<file path="src/rtl/muldiv_pkg.sv">
// Shared opcode and state encodings for the multiply/divide unit.
package muldiv_pkg;

  localparam int MULDIV_OPS = 8;

  typedef enum logic [2:0] {
    OP_MULT  = 3'd0,
    OP_MULTU = 3'd1,
    OP_DIV   = 3'd2,
    OP_DIVU  = 3'd3,
    OP_MADD  = 3'd4,
    OP_MADDU = 3'd5,
    OP_MSUB  = 3'd6,
    OP_MSUBU = 3'd7
  } op_e;

  typedef enum logic [1:0] {
    ST_IDLE = 2'd0,
    ST_CALC = 2'd1,
    ST_FIX  = 2'd2
  } state_e;

  // Even opcodes are the signed variants.
  function automatic logic op_signed(op_e op);
    return ~op[0];
  endfunction

  function automatic logic op_is_div(op_e op);
    return (op == OP_DIV) || (op == OP_DIVU);
  endfunction

endpackage

</file>
<file path="src/rtl/muldiv_if.sv">
// Request/result bundle between the pipeline and the multiply/divide unit.
interface muldiv_if #(
  parameter int WIDTH = 32
);
  import muldiv_pkg::*;

  logic                          Start;
  logic [$clog2(MULDIV_OPS)-1:0] Op;
  logic [WIDTH-1:0]              A;
  logic [WIDTH-1:0]              B;
  logic [WIDTH-1:0]              HiIn;
  logic [WIDTH-1:0]              LoIn;
  logic                          Cancel;
  logic                          Busy;
  logic                          Done;
  logic [WIDTH-1:0]              HiOut;
  logic [WIDTH-1:0]              LoOut;
  logic                          DivByZero;

  modport master (
    output Start, Op, A, B, HiIn, LoIn, Cancel,
    input  Busy, Done, HiOut, LoOut, DivByZero
  );

  modport slave (
    input  Start, Op, A, B, HiIn, LoIn, Cancel,
    output Busy, Done, HiOut, LoOut, DivByZero
  );

endinterface

</file>
<file path="src/rtl/muldiv_iter.sv">
// One radix-2 step: shift-add multiply or restoring divide on magnitudes.
// Multiply: {hi,lo} holds partial product over the remaining multiplier bits.
// Divide:   hi is the partial remainder, lo shifts dividend out / quotient in.
module muldiv_iter #(
  parameter int WIDTH = 32
) (
  input  logic             div_mode,
  input  logic [WIDTH-1:0] hi,
  input  logic [WIDTH-1:0] lo,
  input  logic [WIDTH-1:0] operand,
  output logic [WIDTH-1:0] hi_nxt,
  output logic [WIDTH-1:0] lo_nxt
);

  logic [WIDTH:0] sum;
  logic [WIDTH:0] shifted;
  logic [WIDTH:0] diff;

  // Single-step datapath; diff[WIDTH] set means the trial subtract went negative
  always_comb begin
    sum     = {1'b0, hi} + (lo[0] ? {1'b0, operand} : '0);
    shifted = {hi, lo[WIDTH-1]};
    diff    = shifted - {1'b0, operand};
    if (div_mode) begin
      if (!diff[WIDTH]) begin
        hi_nxt = diff[WIDTH-1:0];
        lo_nxt = {lo[WIDTH-2:0], 1'b1};
      end else begin
        hi_nxt = shifted[WIDTH-1:0];
        lo_nxt = {lo[WIDTH-2:0], 1'b0};
      end
    end else begin
      hi_nxt = sum[WIDTH:1];
      lo_nxt = {sum[0], lo[WIDTH-1:1]};
    end
  end

endmodule

</file>
<file path="src/rtl/muldiv_unit.sv">
// Iterative multiply/divide unit with HI/LO accumulate.
//   state   | meaning
//   IDLE    | waiting for Start, outputs hold last result
//   CALC    | WIDTH radix-2 steps on operand magnitudes
//   FIX     | sign correction / accumulate, result registered, Done next cycle
module muldiv_unit
  import muldiv_pkg::*;
#(
  parameter int WIDTH    = 32,
  parameter bit ACCUM_EN = 1'b1
) (
  input logic     Clk,
  input logic     Rst,
  muldiv_if.slave bus
);

  localparam int               CNT_W    = $clog2(WIDTH);
  localparam logic [CNT_W-1:0] CNT_LAST = CNT_W'(WIDTH - 1);

  state_e             state_q, state_d;
  logic [CNT_W-1:0]   cnt_q, cnt_d;
  op_e                op_q, op_d;
  logic [WIDTH-1:0]   a_q, a_d, b_q, b_d;
  logic [WIDTH-1:0]   hi_in_q, hi_in_d, lo_in_q, lo_in_d;
  logic [WIDTH-1:0]   hi_q, hi_d, lo_q, lo_d;
  logic [WIDTH-1:0]   hi_out_q, hi_out_d, lo_out_q, lo_out_d;
  logic               done_q, done_d, dbz_q, dbz_d;

  op_e                op_in;
  logic               a_neg_in, b_neg_in, a_neg_q, b_neg_q, div_q;
  logic [WIDTH-1:0]   a_mag_in, b_mag_in, a_mag_q, b_mag_q;
  logic [WIDTH-1:0]   step_hi, step_lo;
  logic [2*WIDTH-1:0] prod, mul_res;
  logic [WIDTH-1:0]   quot, rem;

  // Signs and magnitudes of the incoming and the held operands
  always_comb begin
    op_in    = op_e'(bus.Op);
    a_neg_in = op_signed(op_in) & bus.A[WIDTH-1];
    b_neg_in = op_signed(op_in) & bus.B[WIDTH-1];
    a_mag_in = a_neg_in ? (~bus.A + 1'b1) : bus.A;
    b_mag_in = b_neg_in ? (~bus.B + 1'b1) : bus.B;
    a_neg_q  = op_signed(op_q) & a_q[WIDTH-1];
    b_neg_q  = op_signed(op_q) & b_q[WIDTH-1];
    a_mag_q  = a_neg_q ? (~a_q + 1'b1) : a_q;
    b_mag_q  = b_neg_q ? (~b_q + 1'b1) : b_q;
    div_q    = op_is_div(op_q);
  end

  muldiv_iter #(.WIDTH(WIDTH)) u_iter (
    .div_mode (div_q),
    .hi       (hi_q),
    .lo       (lo_q),
    .operand  (div_q ? b_mag_q : a_mag_q),
    .hi_nxt   (step_hi),
    .lo_nxt   (step_lo)
  );

  // Sign correction and HI/LO accumulate applied in FIX
  always_comb begin
    prod = {hi_q, lo_q};
    if (a_neg_q ^ b_neg_q) prod = ~prod + 1'b1;
    mul_res = prod;
    if (ACCUM_EN) begin
      case (op_q)
        OP_MADD, OP_MADDU: mul_res = {hi_in_q, lo_in_q} + prod;
        OP_MSUB, OP_MSUBU: mul_res = {hi_in_q, lo_in_q} - prod;
        default:           mul_res = prod;
      endcase
    end
    // Quotient truncates toward zero; remainder follows the dividend's sign.
    // The most-negative / -1 case wraps to the right answer on its own.
    quot = (a_neg_q ^ b_neg_q) ? (~lo_q + 1'b1) : lo_q;
    rem  = a_neg_q ? (~hi_q + 1'b1) : hi_q;
  end

  // Next-state, working registers and result registers
  always_comb begin
    state_d  = state_q;
    cnt_d    = cnt_q;
    op_d     = op_q;
    a_d      = a_q;
    b_d      = b_q;
    hi_in_d  = hi_in_q;
    lo_in_d  = lo_in_q;
    hi_d     = hi_q;
    lo_d     = lo_q;
    hi_out_d = hi_out_q;
    lo_out_d = lo_out_q;
    done_d   = 1'b0;
    dbz_d    = 1'b0;
    if (bus.Cancel) begin
      state_d = ST_IDLE;
    end else begin
      case (state_q)
        ST_IDLE: begin
          if (bus.Start) begin
            state_d = ST_CALC;
            cnt_d   = '0;
            op_d    = op_in;
            a_d     = bus.A;
            b_d     = bus.B;
            hi_in_d = bus.HiIn;
            lo_in_d = bus.LoIn;
            hi_d    = '0;
            lo_d    = op_is_div(op_in) ? a_mag_in : b_mag_in;
          end
        end
        ST_CALC: begin
          hi_d  = step_hi;
          lo_d  = step_lo;
          cnt_d = cnt_q + 1'b1;
          if (cnt_q == CNT_LAST) state_d = ST_FIX;
        end
        ST_FIX: begin
          state_d = ST_IDLE;
          done_d  = 1'b1;
          if (div_q) begin
            if (b_q == '0) begin
              hi_out_d = a_q;
              lo_out_d = '1;
              dbz_d    = 1'b1;
            end else begin
              hi_out_d = rem;
              lo_out_d = quot;
            end
          end else begin
            hi_out_d = mul_res[2*WIDTH-1:WIDTH];
            lo_out_d = mul_res[WIDTH-1:0];
          end
        end
        default: state_d = ST_IDLE;
      endcase
    end
  end

  // State and datapath registers, cleared asynchronously by Rst
  always_ff @(posedge Clk or posedge Rst) begin
    if (Rst) begin
      state_q  <= ST_IDLE;
      cnt_q    <= '0;
      op_q     <= OP_MULT;
      a_q      <= '0;
      b_q      <= '0;
      hi_in_q  <= '0;
      lo_in_q  <= '0;
      hi_q     <= '0;
      lo_q     <= '0;
      hi_out_q <= '0;
      lo_out_q <= '0;
      done_q   <= 1'b0;
      dbz_q    <= 1'b0;
    end else begin
      state_q  <= state_d;
      cnt_q    <= cnt_d;
      op_q     <= op_d;
      a_q      <= a_d;
      b_q      <= b_d;
      hi_in_q  <= hi_in_d;
      lo_in_q  <= lo_in_d;
      hi_q     <= hi_d;
      lo_q     <= lo_d;
      hi_out_q <= hi_out_d;
      lo_out_q <= lo_out_d;
      done_q   <= done_d;
      dbz_q    <= dbz_d;
    end
  end

  assign bus.Busy      = (state_q != ST_IDLE);
  assign bus.Done      = done_q;
  assign bus.DivByZero = dbz_q;
  assign bus.HiOut     = hi_out_q;
  assign bus.LoOut     = lo_out_q;

endmodule
</file>
<file path="src/flat_wrapper.sv">
// flat-port wrapper written by rule: the top's interface ports become plain ports
module muldiv_unit_flat import muldiv_pkg::*;
#(
  parameter int WIDTH    = 32,
  parameter bit ACCUM_EN = 1'b1
)
  (Clk, Rst, bus_Start, bus_Op, bus_A, bus_B, bus_HiIn, bus_LoIn, bus_Cancel, bus_Busy, bus_Done, bus_HiOut, bus_LoOut, bus_DivByZero);
  muldiv_if #(.WIDTH(WIDTH)) bus_i ();
  input logic Clk;
  input logic Rst;
  input wire logic [$bits(bus_i.Start)-1:0] bus_Start;
  input wire logic [$bits(bus_i.Op)-1:0] bus_Op;
  input wire logic [$bits(bus_i.A)-1:0] bus_A;
  input wire logic [$bits(bus_i.B)-1:0] bus_B;
  input wire logic [$bits(bus_i.HiIn)-1:0] bus_HiIn;
  input wire logic [$bits(bus_i.LoIn)-1:0] bus_LoIn;
  input wire logic [$bits(bus_i.Cancel)-1:0] bus_Cancel;
  output wire logic [$bits(bus_i.Busy)-1:0] bus_Busy;
  output wire logic [$bits(bus_i.Done)-1:0] bus_Done;
  output wire logic [$bits(bus_i.HiOut)-1:0] bus_HiOut;
  output wire logic [$bits(bus_i.LoOut)-1:0] bus_LoOut;
  output wire logic [$bits(bus_i.DivByZero)-1:0] bus_DivByZero;
  assign bus_i.Start = bus_Start;
  assign bus_i.Op = bus_Op;
  assign bus_i.A = bus_A;
  assign bus_i.B = bus_B;
  assign bus_i.HiIn = bus_HiIn;
  assign bus_i.LoIn = bus_LoIn;
  assign bus_i.Cancel = bus_Cancel;
  assign bus_Busy = bus_i.Busy;
  assign bus_Done = bus_i.Done;
  assign bus_HiOut = bus_i.HiOut;
  assign bus_LoOut = bus_i.LoOut;
  assign bus_DivByZero = bus_i.DivByZero;
  muldiv_unit #(.WIDTH(WIDTH), .ACCUM_EN(ACCUM_EN)) u_core (.Clk(Clk), .Rst(Rst), .bus(bus_i));
endmodule
</file>
<file path="config.mk">
export PLATFORM = sky130hd
export DESIGN_NAME = muldiv_unit_flat
export DESIGN_NICKNAME = d
export VERILOG_FILES = /design/src/rtl/muldiv_pkg.sv /design/src/rtl/muldiv_if.sv /design/src/rtl/muldiv_iter.sv /design/src/rtl/muldiv_unit.sv /design/src/flat_wrapper.sv
export SDC_FILE = /design/constraint.sdc
export NUM_CORES = 1
export LEC_CHECK = 0
export CORE_MARGIN = 2
export CORE_UTILIZATION = 60
export DETAILED_ROUTE_END_ITERATION = 8
export DONT_BUFFER_PORTS = 1
export PLACE_DENSITY = 0.72
export SETUP_SLACK_MARGIN = 0.15
export SLEW_MARGIN = 0
export SYNTH_ARGS = -nofsm -noshare
export SYNTH_HDL_FRONTEND = slang
export SYNTH_SLANG_ARGS = --single-unit
</file>
<file path="constraint.sdc">
create_clock -name Clk -period 19.05 [get_ports Clk]
set_input_delay 3.81 -clock Clk [delete_from_list [all_inputs] [get_ports Clk]]
set_output_delay 3.81 -clock Clk [all_outputs]
set_load 0.1 [all_outputs]
</file>
==> impl_metrics.yaml <==
outcome:
  status: "finished clean"
critical_path:
  rr_worst_depth: 24
  critPathBufInv: 1
  r2r_start: "u_core.lo_q[0]"
  cp.required_ns: 19.49
  critPathArrivalTime_ns: 7.92
  path_class: "flop to flop"
  slowest_delay_ns: 0.66
  path_cells: "inv_1, ha_1, nor3b_2, nand4_1, a211o_1, a21o_1, nor4_2, or3b_1, nor3_1, nand2_1, o21ai_0, xnor2_1, ha_1, a21oi_1, o21bai_1, a21o_1, a31o_2, or3_1, a211oi_1, nor3_1, o21ai_0, a21boi_0, mux2_2, a211oi_1"
  cp-startpoint: "u_core.lo_q[0]"
  rr_endpoint: "u_core.bus.HiOut[31]"
  endpoint: "u_core.bus.HiOut[31]"
  path_delay_family: "simple AND/OR/NAND/NOR gates"
  slowest_stage: "nor3_1"
  rrSetupSlack_ns: 11.57
  worstPathMaxFanout: 13
  startpoint_type: "flop"
  cp-end-kind: "flop"
  path_depth: 24
drt:
  drtPass1Iterations: 6
  wl_met2_um: 38500
  vias_per_cell: 6.86
  m1WireLength_um: 38700
  drtIter0Drc: 3130
  route.detailed.drc: 0
  final_antenna_net_count: 0
  top_layer_used: "met5"
  wl_per_cell_um: 24.6
  detail_route.wirelength_um: 92700
  wl_met3_um: 9910
  vias: 25900
final_layout:
  nets: 3433
  layout_common_cells: "336 x nand2_1, 322 x a21oi_1, 310 x nor2_1"
  syn_to_final_growth_pct: 4.99
  layout_commonest_cell: "nand2_1"
  drive_gt1_frac: 0.0857
logic_synthesis:
  seq_area_frac_synth: 0.256
  syn_nets: 3583
  yosys_register_bits: 268
  yosys_warnings: 0
  syn_inst: 3310
  syn_avg_cell_area_um2: 7.92
  syn-cell-area_mm2: 0.0262
  synth_edf_count: 0
  synth.distinct_cells: 89
  synth_top_flop_cell: "dfrtp_1"
  synthArstFlopShare: 1.00
timing:
  tightest_slew_ns: 1.28
  clock_skew_ns: 0.0329
  layout_setup_ws_ns: 11.57
  clock.fmax_ghz: 0.134
  max_slew_margin: 0.143
  setup-tns-final_ns: 0
  final_max_slew_viol_count: 0
  setup_viol: 0
  hold_viol: 0
  period_needed_ns: 7.48
  timing.final.crit_share: 0.393
  rsz0062_at_grt: "false"
placed_design:
  gp_congestion: 0.996
  place_ws_ns: 11.65
  hpwlAfterDp_um: 70800
  numPortBuffers: 0
floorplan:
  io_pins: 202
  rows: 76
  initial_core_util: 0.608
  die_w_um: 213
  core_area_mm2: 0.0431
  die_h_um: 213
  die_area_mm2: 0.0454
min_path:
  hold_depth: 1
  hold_class: "flop to flop"
clocking:
  post-cts-setup-buffer-count: 0
  clk_root_buffer_cell: "clkbuf_16"
  cts_resized: 0
  cts_tree: "built"
  cts_hold_buffers: 0
  cts_buffers: 34
  cts_max_path_buffers: 3
  cts.sinks: 268
  clkTransAtPathRegs_ns: 0.07
  clk_latency_ns: 0.56
  cts-htree-levels: 2
run:
  cap_violations: 0
global_routing:
  overflow: 0
  grt.total_usage: 0.402
  first_global_vias: 23900
  antenna_found_initial: 4
  grt_max_degree: 162
  grt_pass1_wl_um: 141000
power_and_ir_drop:
  peakVddDrop_mv: 0.102
  p_per_area_mw_per_mm2: 187
  p_leak_uw: 0.0116
logic make-up after synthesis:
kind of cell	after synthesis	share of synthesized area
flops	268	0.256
fa+ha+maj	138	0.0667
xor+xnor	365	0.122
compound gates	1038	0.248
mux	157	0.0660
simple gates	1060	0.199
buf+inv	284	0.0421
sequential cells by signal (all words and copies together) (netlist names):
name and count:
u_core.lo_in_q 32, u_core.cnt_q 5, u_core.bus.LoOut 32, u_core.hi_q 32
u_core.hi_in_q 32, u_core.state_q 2, u_core.lo_q 32, u_core.a_q 32
u_core.bus.Done 1, u_core.bus.DivByZero 1, u_core.bus.HiOut 32, u_core.op_q 3
u_core.b_q 32
layer usage:
metal	GRT usage	vias up
met1	0.557	12300
met2	0.591	1510
met4	0.220	4
li1	-	11800
met3	0.0777	283
met5	0	-
layout make-up:
type | instances | area [um^2]
well taps | 585 | 732
clock inverters | 16 | 165
clock buffers | 44 | 948
fillers | 3784 | 15600
inverters | 70 | 270
repair buffers | 28 | 235
flip-flops and latches | 268 | 6710
multi-input cells | 2758 | 18500
diodes | 2 | 5.00
metrics by stage:
| stage | util | area (um^2) | instances | total power (uW) | hold slack (ns) |
|---|---|---|---|---|---|
| finish | 0.639 | 27500 | 3771 | 5150 | 0.522 |
| global route | 0.639 | 27500 | 3771 | 5500 | 0.540 |
| CTS | 0.639 | 27500 | 3769 | 5060 | 0.516 |
| detailed placement | 0.613 | 26400 | 3709 | 4380 | 0.501 |
| global placement | 0.613 | 26400 | 3709 | 4340 | 0.489 |
| floorplan | - | 26200 | 3310 | 3540 | 0.473 |
report_power, final:
| part | internal, uW | switching (uW) |
|---|---|---|
| Combinational | 1350 | 2110 |
| Clock | 382 | 274 |
| Sequential | 682 | 359 |
| Total | 2410 | 2740 |
synth_stat cells (14+ instances only):
cell,n,area (um^2)
a211oi_1,37,278
a21o_1,83,623
a21oi_1,322,1610
a221o_1,25,250
a221oi_1,19,166
a22oi_1,21,158
a31oi_1,54,338
and3_1,26,163
buf_1,14,52.6
buf_2,17,85.1
clkbuf_1,181,679
dfrtp_1,268,6710
ha_1,135,1690
inv_1,70,263
mux2_2,127,1430
mux2i_1,30,300
nand2_1,337,1260
nand2b_1,28,175
nand3_1,43,215
nand4_1,26,163
nor2_1,314,1180
nor2b_1,22,138
nor3_1,74,370
nor4_1,39,244
o211ai_1,15,113
o21a_1,20,150
o21ai_0,260,1300
o21bai_1,28,210
o22ai_1,16,100
o31ai_1,28,210
o41ai_1,20,175
or3_1,27,169
or4_1,26,195
xnor2_1,204,1790
xor2_1,160,1400
how the worst min path moves through the flow:
stage	end	slack, ns	startpoint
finish	u_core.hi_in_q[28]	0.52	u_core.hi_in_q[28]
floorplan	u_core.cnt_q[4]	0.47	u_core.cnt_q[4]
global placement	u_core.cnt_q[4]	0.49	u_core.cnt_q[4]
CTS	u_core.cnt_q[4]	0.52	u_core.cnt_q[4]
detailed placement	u_core.cnt_q[4]	0.50	u_core.cnt_q[4]
global route	u_core.cnt_q[4]	0.54	u_core.cnt_q[4]
No activity file was read; power rests on OpenSTA's default activity.
